File: src/rtl/udma_hyper_txseq_if.sv
// Handshake and data bundle between the HyperBus TX write sequencer and its
// controller, PHY and TX buffer; the slave modport is the sequencer's side.
interface udma_hyper_txseq_if #(
  parameter int TRANS_SIZE = 16
) ();
  logic                  start_i;
  logic                  abort_i;
  logic [TRANS_SIZE-1:0] len_i;
  logic [4:0]            latency_i;
  logic                  reg_wr_i;
  logic                  wide_i;
  logic [47:0]           ca_i;
  logic                  phy_ready_i;
  logic                  ca_valid_o;
  logic [15:0]           ca_data_o;
  logic                  buf_dst_ready_o;
  logic                  buf_valid_i;
  logic [TRANS_SIZE-1:0] remained_o;
  logic                  busy_o;
  logic                  done_o;

  modport slave (
    input  start_i, abort_i, len_i, latency_i, reg_wr_i, wide_i, ca_i,
           phy_ready_i, buf_valid_i,
    output ca_valid_o, ca_data_o, buf_dst_ready_o, remained_o, busy_o, done_o
  );

  modport master (
    output start_i, abort_i, len_i, latency_i, reg_wr_i, wide_i, ca_i,
           phy_ready_i, buf_valid_i,
    input  ca_valid_o, ca_data_o, buf_dst_ready_o, remained_o, busy_o, done_o
  );
endinterface

File: src/rtl/udma_hyper_txseq.sv
// HyperBus TX write sequencer: sends the 3-word command-address, waits the
// latency, then meters data beats until the byte count is exhausted.
module udma_hyper_txseq #(
  parameter int TRANS_SIZE = 16
) (
  input  logic                 clk_i,
  input  logic                 rst_ni,
  udma_hyper_txseq_if.slave    bus
);

  typedef enum logic [2:0] {
    ST_IDLE = 3'd0,
    ST_CA   = 3'd1,
    ST_LAT  = 3'd2,
    ST_DATA = 3'd3,
    ST_DONE = 3'd4
  } state_e;

  localparam logic [TRANS_SIZE-1:0] BYTES_NARROW = TRANS_SIZE'(3'd2);
  localparam logic [TRANS_SIZE-1:0] BYTES_WIDE   = TRANS_SIZE'(3'd4);

  state_e                state_r, state_s;
  logic [1:0]            ca_idx_r, ca_idx_s;
  logic [4:0]            lat_cnt_r, lat_cnt_s;
  logic [4:0]            lat_r, lat_s;
  logic                  reg_wr_r, reg_wr_s;
  logic                  wide_r, wide_s;
  logic [47:0]           ca_r, ca_s;
  logic [TRANS_SIZE-1:0] remained_r, remained_s;
  logic [TRANS_SIZE-1:0] beat_bytes_s;
  logic [15:0]           ca_word_s;

  logic                  ca_valid_r;
  logic [15:0]           ca_data_r;
  logic                  buf_dst_ready_r;
  logic                  busy_r;
  logic                  done_r;

  // Next-state and next-configuration decode
  always_comb begin
    state_s      = state_r;
    ca_idx_s     = ca_idx_r;
    lat_cnt_s    = lat_cnt_r;
    lat_s        = lat_r;
    reg_wr_s     = reg_wr_r;
    wide_s       = wide_r;
    ca_s         = ca_r;
    remained_s   = remained_r;
    beat_bytes_s = wide_r ? BYTES_WIDE : BYTES_NARROW;

    if (bus.abort_i) begin
      state_s    = ST_IDLE;
      ca_idx_s   = 2'd0;
      lat_cnt_s  = 5'd0;
      remained_s = '0;
    end else begin
      case (state_r)
        ST_IDLE: begin
          if (bus.start_i) begin
            lat_s      = bus.latency_i;
            reg_wr_s   = bus.reg_wr_i;
            wide_s     = bus.wide_i;
            ca_s       = bus.ca_i;
            ca_idx_s   = 2'd0;
            lat_cnt_s  = 5'd0;
            remained_s = bus.reg_wr_i ? BYTES_NARROW : bus.len_i;
            state_s    = ST_CA;
          end else begin
            remained_s = '0;
          end
        end
        ST_CA: begin
          if (bus.phy_ready_i) begin
            if (ca_idx_r == 2'd2) begin
              ca_idx_s  = 2'd0;
              lat_cnt_s = 5'd0;
              // remained already holds 2 for register writes, len otherwise
              if (reg_wr_r) begin
                state_s = ST_DATA;
              end else if (remained_r == '0) begin
                state_s = ST_DONE;
              end else if (lat_r == 5'd0) begin
                state_s = ST_DATA;
              end else begin
                state_s = ST_LAT;
              end
            end else begin
              ca_idx_s = ca_idx_r + 2'd1;
            end
          end else begin
            ca_idx_s = ca_idx_r;
          end
        end
        ST_LAT: begin
          if (lat_cnt_r == (lat_r - 5'd1)) begin
            lat_cnt_s = 5'd0;
            state_s   = ST_DATA;
          end else begin
            lat_cnt_s = lat_cnt_r + 5'd1;
          end
        end
        ST_DATA: begin
          if (remained_r == '0) begin
            state_s = ST_DONE;
          end else if (bus.buf_valid_i && bus.phy_ready_i) begin
            // a short final beat saturates the count and ends the burst
            if (remained_r <= beat_bytes_s) begin
              remained_s = '0;
              state_s    = ST_DONE;
            end else begin
              remained_s = remained_r - beat_bytes_s;
            end
          end else begin
            remained_s = remained_r;
          end
        end
        ST_DONE: begin
          remained_s = '0;
          state_s    = ST_IDLE;
        end
        default: begin
          remained_s = '0;
          ca_idx_s   = 2'd0;
          lat_cnt_s  = 5'd0;
          state_s    = ST_IDLE;
        end
      endcase
    end
  end

  // Select the CA half-word that will be on the bus after the next edge
  always_comb begin
    ca_word_s = 16'd0;
    case (ca_idx_s)
      2'd0:    ca_word_s = ca_s[47:32];
      2'd1:    ca_word_s = ca_s[31:16];
      2'd2:    ca_word_s = ca_s[15:0];
      default: ca_word_s = 16'd0;
    endcase
  end

  // State, configuration and registered output update
  always_ff @(posedge clk_i or negedge rst_ni) begin
    if (!rst_ni) begin
      state_r         <= ST_IDLE;
      ca_idx_r        <= 2'd0;
      lat_cnt_r       <= 5'd0;
      lat_r           <= 5'd0;
      reg_wr_r        <= 1'b0;
      wide_r          <= 1'b0;
      ca_r            <= 48'd0;
      remained_r      <= '0;
      ca_valid_r      <= 1'b0;
      ca_data_r       <= 16'd0;
      buf_dst_ready_r <= 1'b0;
      busy_r          <= 1'b0;
      done_r          <= 1'b0;
    end else begin
      state_r         <= state_s;
      ca_idx_r        <= ca_idx_s;
      lat_cnt_r       <= lat_cnt_s;
      lat_r           <= lat_s;
      reg_wr_r        <= reg_wr_s;
      wide_r          <= wide_s;
      ca_r            <= ca_s;
      remained_r      <= remained_s;
      ca_valid_r      <= (state_s == ST_CA);
      ca_data_r       <= (state_s == ST_CA) ? ca_word_s : 16'd0;
      buf_dst_ready_r <= (state_s == ST_DATA);
      busy_r          <= (state_s != ST_IDLE);
      done_r          <= (state_s == ST_DONE);
    end
  end

  assign bus.ca_valid_o      = ca_valid_r;
  assign bus.ca_data_o       = ca_data_r;
  assign bus.buf_dst_ready_o = buf_dst_ready_r;
  assign bus.remained_o      = remained_r;
  assign bus.busy_o          = busy_r;
  assign bus.done_o          = done_r;

endmodule

File: src/flat_wrapper.sv
// flat-port wrapper written by rule: the top's interface ports become plain ports
module udma_hyper_txseq_flat 
#(
  parameter int TRANS_SIZE = 16
)
  (clk_i, rst_ni, bus_start_i, bus_abort_i, bus_len_i, bus_latency_i, bus_reg_wr_i, bus_wide_i, bus_ca_i, bus_phy_ready_i, bus_buf_valid_i, bus_ca_valid_o, bus_ca_data_o, bus_buf_dst_ready_o, bus_remained_o, bus_busy_o, bus_done_o);
  udma_hyper_txseq_if #(.TRANS_SIZE(TRANS_SIZE)) bus_i ();
  input  logic clk_i;
  input  logic rst_ni;
  input wire logic [$bits(bus_i.start_i)-1:0] bus_start_i;
  input wire logic [$bits(bus_i.abort_i)-1:0] bus_abort_i;
  input wire logic [$bits(bus_i.len_i)-1:0] bus_len_i;
  input wire logic [$bits(bus_i.latency_i)-1:0] bus_latency_i;
  input wire logic [$bits(bus_i.reg_wr_i)-1:0] bus_reg_wr_i;
  input wire logic [$bits(bus_i.wide_i)-1:0] bus_wide_i;
  input wire logic [$bits(bus_i.ca_i)-1:0] bus_ca_i;
  input wire logic [$bits(bus_i.phy_ready_i)-1:0] bus_phy_ready_i;
  input wire logic [$bits(bus_i.buf_valid_i)-1:0] bus_buf_valid_i;
  output wire logic [$bits(bus_i.ca_valid_o)-1:0] bus_ca_valid_o;
  output wire logic [$bits(bus_i.ca_data_o)-1:0] bus_ca_data_o;
  output wire logic [$bits(bus_i.buf_dst_ready_o)-1:0] bus_buf_dst_ready_o;
  output wire logic [$bits(bus_i.remained_o)-1:0] bus_remained_o;
  output wire logic [$bits(bus_i.busy_o)-1:0] bus_busy_o;
  output wire logic [$bits(bus_i.done_o)-1:0] bus_done_o;
  assign bus_i.start_i = bus_start_i;
  assign bus_i.abort_i = bus_abort_i;
  assign bus_i.len_i = bus_len_i;
  assign bus_i.latency_i = bus_latency_i;
  assign bus_i.reg_wr_i = bus_reg_wr_i;
  assign bus_i.wide_i = bus_wide_i;
  assign bus_i.ca_i = bus_ca_i;
  assign bus_i.phy_ready_i = bus_phy_ready_i;
  assign bus_i.buf_valid_i = bus_buf_valid_i;
  assign bus_ca_valid_o = bus_i.ca_valid_o;
  assign bus_ca_data_o = bus_i.ca_data_o;
  assign bus_buf_dst_ready_o = bus_i.buf_dst_ready_o;
  assign bus_remained_o = bus_i.remained_o;
  assign bus_busy_o = bus_i.busy_o;
  assign bus_done_o = bus_i.done_o;
  udma_hyper_txseq #(.TRANS_SIZE(TRANS_SIZE)) u_core (.clk_i(clk_i), .rst_ni(rst_ni), .bus(bus_i));
endmodule
File: config.mk
export PLATFORM = sky130hd
export DESIGN_NAME = udma_hyper_txseq_flat
export DESIGN_NICKNAME = d
export VERILOG_FILES = /design/src/rtl/udma_hyper_txseq_if.sv /design/src/rtl/udma_hyper_txseq.sv /design/src/flat_wrapper.sv
export SDC_FILE = /design/constraint.sdc
export NUM_CORES = 1
export LEC_CHECK = 0
export ABC_AREA = 1
export BUFFER_PORTS_ARGS = -buffer_cell sky130_fd_sc_hd__buf_2
export CORE_UTILIZATION = 35
export CTS_CLUSTER_SIZE = 24
export DETAILED_ROUTE_END_ITERATION = 10
export GPL_TIMING_DRIVEN = 0
export RECOVER_POWER = 25
export SETUP_SLACK_MARGIN = 0.05
export SYNTH_ARGS = -nofsm -noshare
export SYNTH_HDL_FRONTEND = slang
export SYNTH_SLANG_ARGS = --single-unit
File: constraint.sdc
create_clock -name clk_i -period 5.7 [get_ports clk_i]
set_clock_uncertainty 0.05 [all_clocks]
set_input_delay 1.14 -clock clk_i [delete_from_list [all_inputs] [get_ports clk_i]]
set_output_delay 1.14 -clock clk_i [all_outputs]
set_load 0.02 [all_outputs]
==> impl_metrics.toml <==
[finish]
fill_cells = 1561
synthToLayoutAreaGrowth_pct = 21.14
final_nets = 913
multi_input_area_um2 = 2302
drive_gt1_share_pct = 20.48
fin_util_pct = 43.72
regArea_um2 = 2527
n_antenna_cell = 0

[job]
maxCapViolations = 1

[drt]
wl_um = 14320
antenna_left = 0
routed_via_density = 4.718
drt_iter0_markers = 261
drc = 2
vias = 4808
wl_per_cell_um = 14.05
drtPass1Iterations = 8

[sta]
setup-tns-final_ns = 0
hold_slack_ns = 0.4321
finalCritPeriodShare_pct = 57.44
finalWorstSetupSlack_ns = 2.426
setup_viol = 0
fin_crit_ns = 3.274
hold_viol_final = 0
finalMaxSlewViolations = 50
rsz0062_at_grt = "no"
relSlewSlack_pct = -84.69
tightest_slew_ns = 2.770
fmax_mhz = 305.4

[die]
die_y_um = 124.9
die-area_um2 = 15600
die_w_um = 124.9
ios = 113
num_rows = 44
start_util_pct = 36.09
core_area_um2 = 14640

[logic_synthesis]
synth_area_um2 = 5285
ys_warn_count = 0
synth-seq-area-share_pct = 47.82
syn_nets = 789
synth_top_cell_by_area = "dfrtp_1"
synth_area_per_cell_um2 = 7.486
synth_cell_types = 31
synthCells = 706
ys_seq_elements = 101
synthTopCellsByArea = "dfrtp_1, nand2_1, nand3_1, nor2_1, inv_1"
netlist.area_leader.share_pct = 47.82

[worst_setup_path]
crit_cells = 1
r2r_slack_ns = 3.19
reg2regPathDepth = 13
cp_top_family = "buffers and inverters"
crit_path_max_incr_delay_ns = 1.92
end_kind = "async pin"
worstPathArrival_ns = 3.10
cp_slowest_cell = "clkbuf_1"
path_cells = "clkbuf_1"
r2r_start = "u_core.wide_r$_DFFE_PN0P_"
worst_ep_required_time_ns = 5.53
setup.worst_path.class = "in2async"
cp.buffers_inverters = 1
critical_path.startpoint = "rst_ni"
cp-endpoint = "u_core.bus.ca_data_o[8]$_DFF_PN0_"
crit_path_max_fanout = 50
rr_endpoint = "u_core.bus.remained_o[11]$_DFFE_PN0P_"
crit_path_start_kind = "primary input"

[global_routing]
grt_pass1_vias = 4726
antenna_found_initial = 0
track_usage_pct = 19.10
overflow = 0
grt_pass1_wl_um = 23370
grt_max_degree = 53

[power]
power.density_nw_per_um2 = 295.4
ir_drop_v = 0.0001783
power.leakage_nw = 3.662

[clock_tree]
clock_latency_ns = 0.36
cts.repair.resized = 0
cts_hold_buf = 0
cts-root-buf = "clkbuf_16"
htreeDepth = 3
cts_buffer_depth = 2
cts.clk_slew.worst_paths_ns = 0.08
cts_buffers = 9
post_cts_buffers = 0
cts_tree = "yes"
clock-sinks = 101

[placed_design]
dp_hpwl_um = 10520
pre_cts_ws_ns = 2.756
gp_congestion = 0.8329
port_buffers = 112

[hold_path]
hold_path_depth = 2
hold_class = "reg2reg"

[status]
outcome = "finished, violations left"
violations = "DRC, capacitance limit, slew limit"
[cell type report]
class,count,area share [%]
clock inverters,6,0.9576
clock buffers,10,3.733
well taps,184,3.596
repair buffers,113,9.166
flip-flops and latches,101,39.48
plain buffers,28,2.189
multi-input cells,493,35.96
inverters,84,4.925
[state kept, by name, indices dropped and copies added, names as in the netlist, 2 cells and up]
register and cells:
u_core.ca_r 48, u_core.bus.ca_data_o 16, u_core.bus.remained_o 16, u_core.lat_cnt_r 5, u_core.lat_r 5, u_core.state_r 3
u_core.ca_idx_r 2
[how the worst min path moves through the flow]
| stage | from | endpoint | slack [ns] |
|---|---|---|---|
| global placement | u_core.ca_r[14]$_DFF_PN0_ | u_core.ca_r[14]$_DFF_PN0_ | 0.41 |
| detailed placement | u_core.ca_r[42]$_DFF_PN0_ | u_core.ca_r[42]$_DFF_PN0_ | 0.41 |
| floorplan | u_core.ca_r[0]$_DFF_PN0_ | u_core.ca_r[0]$_DFF_PN0_ | 0.40 |
| finish | u_core.ca_r[24]$_DFF_PN0_ | u_core.ca_r[24]$_DFF_PN0_ | 0.43 |
| global route | u_core.ca_r[27]$_DFF_PN0_ | u_core.ca_r[27]$_DFF_PN0_ | 0.45 |
| CTS | u_core.ca_r[34]$_DFF_PN0_ | u_core.ca_r[34]$_DFF_PN0_ | 0.43 |
[cell families after synthesis]
| kind of cell | synth area share [%] |
|---|---|
| compound gates | 5.942 |
| xor+xnor | 1.823 |
| fa+ha+maj | 1.563 |
| buf+inv | 8.617 |
| flops | 47.82 |
| mux | 0.2131 |
| simple gates | 34.02 |
[per-stage QoR]
stage	power [mW]	area, um^2	std cells
floorplan	1.129	5285	706
global route	2.002	6402	1019
global placement	1.262	6076	1002
detailed placement	1.271	6106	1003
CTS	1.909	6406	1019
finish	1.891	6402	1019
[synth_stat cells (all sizes together)]
master  number
nor2        90
mux2         1
or2          1
fa           1
clkbuf       5
nor3         1
buf         23
xor2        11
ha           5
a22o         1
inv         84
a41oi        1
a21oi       12
dfrtp      101
nor4         1
nand2      218
a31oi        1
nand4       25
nand3       78
o21ai       46
[layout by cell type (no fill, tap or decap), types with 2 or more instances in the layout]
cell       count
nand2_1      215
buf_2        130
dfrtp_1      101
nor2_1        82
inv_1         80
nand3_1       75
o21ai_0       40
nand4_1       24
a21oi_1       12
xor2_1        11
clkbuf_16      9
clkbuf_1       6
o21ai_1        6
nor2_2         5
ha_1           5
inv_2          4
buf_4          3
nand3_2        3
nor2_4         2
nand2_2        2
inv_8          2
inv_6          2
[power breakdown]
group / internal (mW) / switching, mW / total [mW]
clock: 0.321 / 0.315 / 0.636
combinational: 0.146 / 0.273 / 0.419
sequential: 0.803 / 0.0327 / 0.836
total: 1.27 / 0.620 / 1.89
[metal layers]
metal | part of all wire, % | wire (um) | track usage [%] | vias up
met4 | 1.6 | 223 | 5.165 | 0
met2 | 47 | 6690 | 31.30 | 108
li1 | - | - | - | 2479
met3 | 5.0 | 715 | 5.026 | 15
met5 | 0 | 0 | 0 | -
met1 | 47 | 6690 | 24.91 | 2206
(Power assumes the default switching activity.)
